`config.mk`:
```
export PLATFORM = sky130hd
export DESIGN_NAME = vx_fetch_stage
export DESIGN_NICKNAME = d
export VERILOG_FILES = /design/src/rtl/vx_fetch_stage.sv
export SDC_FILE = /design/constraint.sdc
export NUM_CORES = 1
export LEC_CHECK = 0
export CAP_MARGIN = 20
export CORE_AREA = 2 2 286 147
export CTS_CLUSTER_DIAMETER = 50
export DETAILED_ROUTE_END_ITERATION = 12
export DIE_AREA = 0 0 288 149
export PLACE_DENSITY = 0.91
export SLEW_MARGIN = 20
export SYNTH_ARGS = -nofsm -noshare
export SYNTH_HDL_FRONTEND = slang
export SYNTH_SLANG_ARGS = --single-unit
```
`constraint.sdc`:
```
create_clock -name clk -period 14.3 [get_ports clk]
set_input_delay 2.86 -clock clk [delete_from_list [all_inputs] [get_ports clk]]
set_output_delay 2.86 -clock clk [all_outputs]
set_load 0.02 [all_outputs]
```
`src/rtl/vx_fetch_stage.sv`:
```
// Instruction-fetch stage: takes one scheduled warp per cycle, issues a
// word-aligned icache read tagged by warp id, parks the warp metadata in a
// per-warp tag table, and merges each cache response with that metadata into
// a 2-entry output FIFO feeding decode.
//
// Handshakes: every channel uses valid/ready. A transfer ("fire") happens on a
// rising edge where valid && ready are both high. A producer holding valid
// keeps its payload stable until the transfer; ready may depend
// combinationally on registered state and on the consumer's own inputs, but
// valid never depends on the matching ready.
module vx_fetch_stage #(
  parameter int NUM_WARPS   = 4,
  parameter int NUM_THREADS = 4,
  parameter int XLEN        = 32,
  parameter int UUID_WIDTH  = 44,
  parameter int NW_WIDTH    = (NUM_WARPS > 1) ? $clog2(NUM_WARPS) : 1
) (
  input  logic                   clk,
  input  logic                   reset,

  input  logic                   sched_valid,
  output logic                   sched_ready,
  input  logic [NW_WIDTH-1:0]    sched_wid,
  input  logic [NUM_THREADS-1:0] sched_tmask,
  input  logic [XLEN-1:0]        sched_pc,
  input  logic [UUID_WIDTH-1:0]  sched_uuid,

  output logic                   icache_req_valid,
  input  logic                   icache_req_ready,
  output logic [XLEN-3:0]        icache_req_addr,
  output logic [NW_WIDTH-1:0]    icache_req_tag,

  input  logic                   icache_rsp_valid,
  output logic                   icache_rsp_ready,
  input  logic [31:0]            icache_rsp_data,
  input  logic [NW_WIDTH-1:0]    icache_rsp_tag,

  output logic                   fetch_valid,
  input  logic                   fetch_ready,
  output logic [NW_WIDTH-1:0]    fetch_wid,
  output logic [NUM_THREADS-1:0] fetch_tmask,
  output logic [XLEN-1:0]        fetch_pc,
  output logic [UUID_WIDTH-1:0]  fetch_uuid,
  output logic [31:0]            fetch_instr,

  output logic                   tag_err,
  output logic                   busy
);

  // Tag table: one pending bit plus metadata per warp
  logic [NUM_WARPS-1:0]   pending;
  logic [NUM_THREADS-1:0] tab_tmask [NUM_WARPS];
  logic [XLEN-1:0]        tab_pc    [NUM_WARPS];
  logic [UUID_WIDTH-1:0]  tab_uuid  [NUM_WARPS];

  // Single-entry request register
  logic                   req_valid;
  logic [XLEN-3:0]        req_addr;
  logic [NW_WIDTH-1:0]    req_tag;

  // Two-entry output FIFO
  logic [NW_WIDTH-1:0]    buf_wid   [2];
  logic [NUM_THREADS-1:0] buf_tmask [2];
  logic [XLEN-1:0]        buf_pc    [2];
  logic [UUID_WIDTH-1:0]  buf_uuid  [2];
  logic [31:0]            buf_instr [2];
  logic                   rd_ptr;
  logic                   wr_ptr;
  logic [1:0]             count;

  logic sched_fire;
  logic req_fire;
  logic rsp_fire;
  logic rsp_hit;
  logic push;
  logic pop;

  // A warp may be accepted only when it has nothing in flight and the request
  // register is free or draining this cycle. The pending check uses the
  // registered bit, so a response clearing it only helps from the next cycle.
  assign sched_ready = !pending[sched_wid] && (!req_valid || icache_req_ready);
  assign sched_fire  = sched_valid && sched_ready;
  assign req_fire    = req_valid && icache_req_ready;

  assign icache_rsp_ready = (count < 2'd2);
  assign rsp_fire         = icache_rsp_valid && icache_rsp_ready;
  assign rsp_hit          = pending[icache_rsp_tag];
  assign push             = rsp_fire && rsp_hit;

  assign icache_req_valid = req_valid;
  assign icache_req_addr  = req_addr;
  assign icache_req_tag   = req_tag;

  // Head entry is shown only while valid so idle outputs read as zero
  assign fetch_valid = (count != 2'd0);
  assign pop         = fetch_valid && fetch_ready;
  assign fetch_wid   = fetch_valid ? buf_wid[rd_ptr]   : '0;
  assign fetch_tmask = fetch_valid ? buf_tmask[rd_ptr] : '0;
  assign fetch_pc    = fetch_valid ? buf_pc[rd_ptr]    : '0;
  assign fetch_uuid  = fetch_valid ? buf_uuid[rd_ptr]  : '0;
  assign fetch_instr = fetch_valid ? buf_instr[rd_ptr] : '0;

  assign busy = req_valid || (|pending) || (count != 2'd0);

  // Pending bits and sticky tag error; set and clear never target one warp
  // in the same cycle because acceptance requires the bit to be clear
  always_ff @(posedge clk) begin
    if (!reset) begin
      pending <= '0;
      tag_err <= 1'b0;
    end else begin
      if (rsp_fire) begin
        if (rsp_hit) pending[icache_rsp_tag] <= 1'b0;
        else         tag_err <= 1'b1;
      end
      if (sched_fire) pending[sched_wid] <= 1'b1;
    end
  end

  // Metadata capture on acceptance; guarded by the pending bit so no reset
  always_ff @(posedge clk) begin
    if (sched_fire) begin
      tab_tmask[sched_wid] <= sched_tmask;
      tab_pc[sched_wid]    <= sched_pc;
      tab_uuid[sched_wid]  <= sched_uuid;
    end
  end

  // Request register: load on acceptance, hold while stalled, clear on issue
  always_ff @(posedge clk) begin
    if (!reset) begin
      req_valid <= 1'b0;
      req_addr  <= '0;
      req_tag   <= '0;
    end else if (sched_fire) begin
      req_valid <= 1'b1;
      req_addr  <= sched_pc[XLEN-1:2];
      req_tag   <= sched_wid;
    end else if (req_fire) begin
      req_valid <= 1'b0;
    end
  end

  // Output FIFO pointers and occupancy; push and pop together keep count
  always_ff @(posedge clk) begin
    if (!reset) begin
      rd_ptr <= 1'b0;
      wr_ptr <= 1'b0;
      count  <= 2'd0;
    end else begin
      if (push) wr_ptr <= wr_ptr + 1'b1;
      if (pop)  rd_ptr <= rd_ptr + 1'b1;
      case ({push, pop})
        2'b10:   count <= count + 2'd1;
        2'b01:   count <= count - 2'd1;
        default: count <= count;
      endcase
    end
  end

  // Output FIFO storage: response data merged with the warp's metadata
  always_ff @(posedge clk) begin
    if (push) begin
      buf_wid[wr_ptr]   <= icache_rsp_tag;
      buf_tmask[wr_ptr] <= tab_tmask[icache_rsp_tag];
      buf_pc[wr_ptr]    <= tab_pc[icache_rsp_tag];
      buf_uuid[wr_ptr]  <= tab_uuid[icache_rsp_tag];
      buf_instr[wr_ptr] <= icache_rsp_data;
    end
  end

endmodule

```
==> impl_metrics.yaml <==
run_status:
  status: "finished, final reports clean"
yosys:
  async_flop_share_pct: 0
  synth.most_common_cell: "edfxtp_1"
  synth_cell_types: 35
  ys.flop_type: "edfxtp_1"
  synth_top_area_share_pct: 74.90
  synth-edff-count: 548
  netlist_top_cells_area: "edfxtp_1 (75%), mux4_2 (8.3%), mux2i_1 (6.7%), dfxtp_1 (3.9%), nor2_1 (2.1%)"
  yosysSeqAreaShare_pct: 78.82
  avgSynthCellArea_um2: 19.67
  syn_nets: 1240
  synth_area_mm2: 0.02197
  synthCells: 1117
  synth_common_cells: "edfxtp_1 (548), mux2i_1 (146), nor2_1 (122)"
  synth-seq-cells: 591
  yosysTopAreaCell: "edfxtp_1"
  yosysWarnings: 0
layout:
  final_util_pct: 65.72
  fillers: 2627
  final_nets: 1523
  area_growth_pct: 22.20
  drive_above_1_share_pct: 12.92
route:
  postRouteAntennaNets: 0
  dr.pass1.iters: 6
  met3_length_mm: 2.613
  drc: 0
  drtIter0Drc: 828
  post_drt_wl_per_cell_um: 22.22
  wirelength_mm: 44.24
  viasPerCell: 5.549
  met2_length_mm: 21.99
  vias: 11049
  wl_met1_mm: 18.79
  top_layer: "met4"
clocking:
  clk_pin_slew_ns: 0.06
  cts-resized-gates: 0
  postCtsSetupBuffers: 0
  htreeDepth: 2
  cts_buffers: 50
  cts_buffer_depth: 3
  cts.root.buffer_cell: "clkbuf_16"
  clock_sinks: 591
  worst_skew_pair.late_latency_ns: 0.57
  cts_hold_buf: 0
  tritoncts: "yes"
die:
  num_rows: 53
  die_height_um: 149
  core_area_mm2: 0.04085
  die_w_um: 288
  die_area_mm2: 0.04291
  floorplan.initialDensity_pct: 53.78
  ios: 274
sta:
  fmaxAchievable_mhz: 130.6
  min_period_ns: 7.659
  finalCritPeriodShare_pct: 53.56
  drv_slew: 0
  tightest_slew_ns: 1.028
  setup_violations: 0
  finClkSkew_ns: 0.01232
  slew_headroom_pct: 31.46
  tns_ns: 0
  finalHoldViolCount: 0
  rsz0062_at_grt: "false"
critical_path:
  r2r_setup_slack_ns: 11.32
  crit_path_start: "sched_wid[0]"
  r2r-end: "buf_instr[0][0]"
  endpoint_kind: "output port"
  worst_r2r_path_depth: 4
  start_kind: "primary input"
  cp-endpoint: "sched_ready"
  crit_required_ns: 11.44
  path_max_fanout: 10
  path_class: "primary input to output port"
  reg2reg_from: "pending[1]"
  arrival_ns: 4.80
placed_design:
  io_buffer_count: 273
  gp_congestion: 0.7422
  hpwl_mm: 25.96
global_routing:
  overflow: 0
  grt_util_all_layers_pct: 20.55
  first_global_vias: 11403
  grt_pass1_wl_mm: 66.83
  grt_max_degree: 77
  antenna_found_initial: 0
flow_run:
  drv_cap: 0
power_and_ir_drop:
  ir_drop_uv: 111.3
  power.density_mw_per_mm2: 135.5
  leakage_nw: 8.540
min_path:
  hp-start: "icache_req_addr[20]"
  hold_class: "flip-flop to flip-flop"
==> cell type report <==
cell class                 instances  area [µm²]  area share [%]
tap                              550       688.2           2.563
sequential                       591       17320           64.52
antenna                            1       2.502        0.009321
multi-input combinational        461        4365           16.26
inverter                           6       25.02         0.09321
clock inverter                    28       246.5          0.9181
timing repair buffer             290        2854           10.63
clock buffer                      64        1345           5.010
==> sequential cells by signal (all words and copies together) (netlist names), named ones only <==
| signal | flops |
|---|---|
| rd_ptr | 1 |
| count | 2 |
| icache_req_valid | 1 |
| buf_tmask | 8 |
| wr_ptr | 1 |
| buf_wid | 4 |
| icache_req_tag | 2 |
| tab_pc | 128 |
| tab_tmask | 16 |
| icache_req_addr | 30 |
| buf_uuid | 88 |
| pending | 4 |
| buf_pc | 64 |
| tab_uuid | 176 |
| tag_err | 1 |
| buf_instr | 64 |
==> metal layers <==
layer  vias up  track usage [%]
met5         -                0
met4         0            4.689
met3        56            3.578
met2       370            34.28
met1      5706            28.79
li1       4917                -
==> worst min-delay path by stage <==
stage / to / cells after the start
after floorplan: count[1] / 2
after global placement: icache_req_addr[28] / 2
after detailed placement: icache_req_addr[20] / 2
after CTS: icache_req_addr[20] / 2
after global routing: icache_req_addr[20] / 2
final: icache_req_addr[20] / 2
==> cell usage in the layout (no fill, tap or decap), types with 2 or more instances in the layout <==
cell type / instances
edfxtp_1: 548
clkdlybuf4s50_1: 270
mux2i_1: 146
nor2_1: 119
mux4_2: 81
nand2_1: 69
clkbuf_16: 51
dfxtp_1: 42
buf_4: 18
clkbuf_1: 11
clkinv_1: 9
clkinv_2: 7
o21a_1: 6
inv_1: 5
clkinvlp_4: 5
and2_1: 4
o21ai_0: 4
nor2_4: 3
a21boi_0: 3
bufinv_16: 3
nor2b_1: 2
nand3_1: 2
or3_1: 2
xnor2_1: 2
a21oi_1: 2
clkinv_8: 2
clkbuf_8: 2
==> cells by family (layout without fill, tap and decap cells) <==
family,count (synthesis),count (layout),share of synthesized area (%)
adder cells (fa/ha/maj),1,1,0.05694
AND/OR/NAND/NOR,209,209,3.787
other,0,1,0
flip-flops,591,591,78.82
buffers and inverters,65,388,1.521
XOR/XNOR,3,3,0.1196
multiplexers,228,228,15.06
AO/OA/AOI/OAI,20,20,0.6379
==> power by group <==
group / internal, mW / switching (mW) / total (mW)
Sequential: 1.94 / 0.0193 / 1.96
Combinational: 0.157 / 0.191 / 0.348
Clock: 0.724 / 0.605 / 1.33
Total: 2.82 / 0.815 / 3.64
==> metrics by stage <==
step / hold WS, ns / instances / setup slack, ns / cell area (µm²) / power [mW]
after global routing: 0.4777 / 1990 / 6.553 / 26840 / 3.759
after CTS: 0.4604 / 1990 / 6.652 / 26840 / 3.674
after global placement: 0.4414 / 1898 / 6.678 / 25250 / 2.336
final: 0.4616 / 1991 / 6.641 / 26850 / 3.639
after floorplan: 0.4905 / 1117 / 2.831 / 21970 / 2.190
after detailed placement: 0.4482 / 1898 / 6.652 / 25250 / 2.351
==> critical path, stage by stage <==
cell and delay, ns:
clkdlybuf4s50_1 0.75, mux2i_4 0.34, nor2_1 0.06, nor2_1 0.15
clkdlybuf4s50_1 0.63
Power figures use the tool's default switching activity.
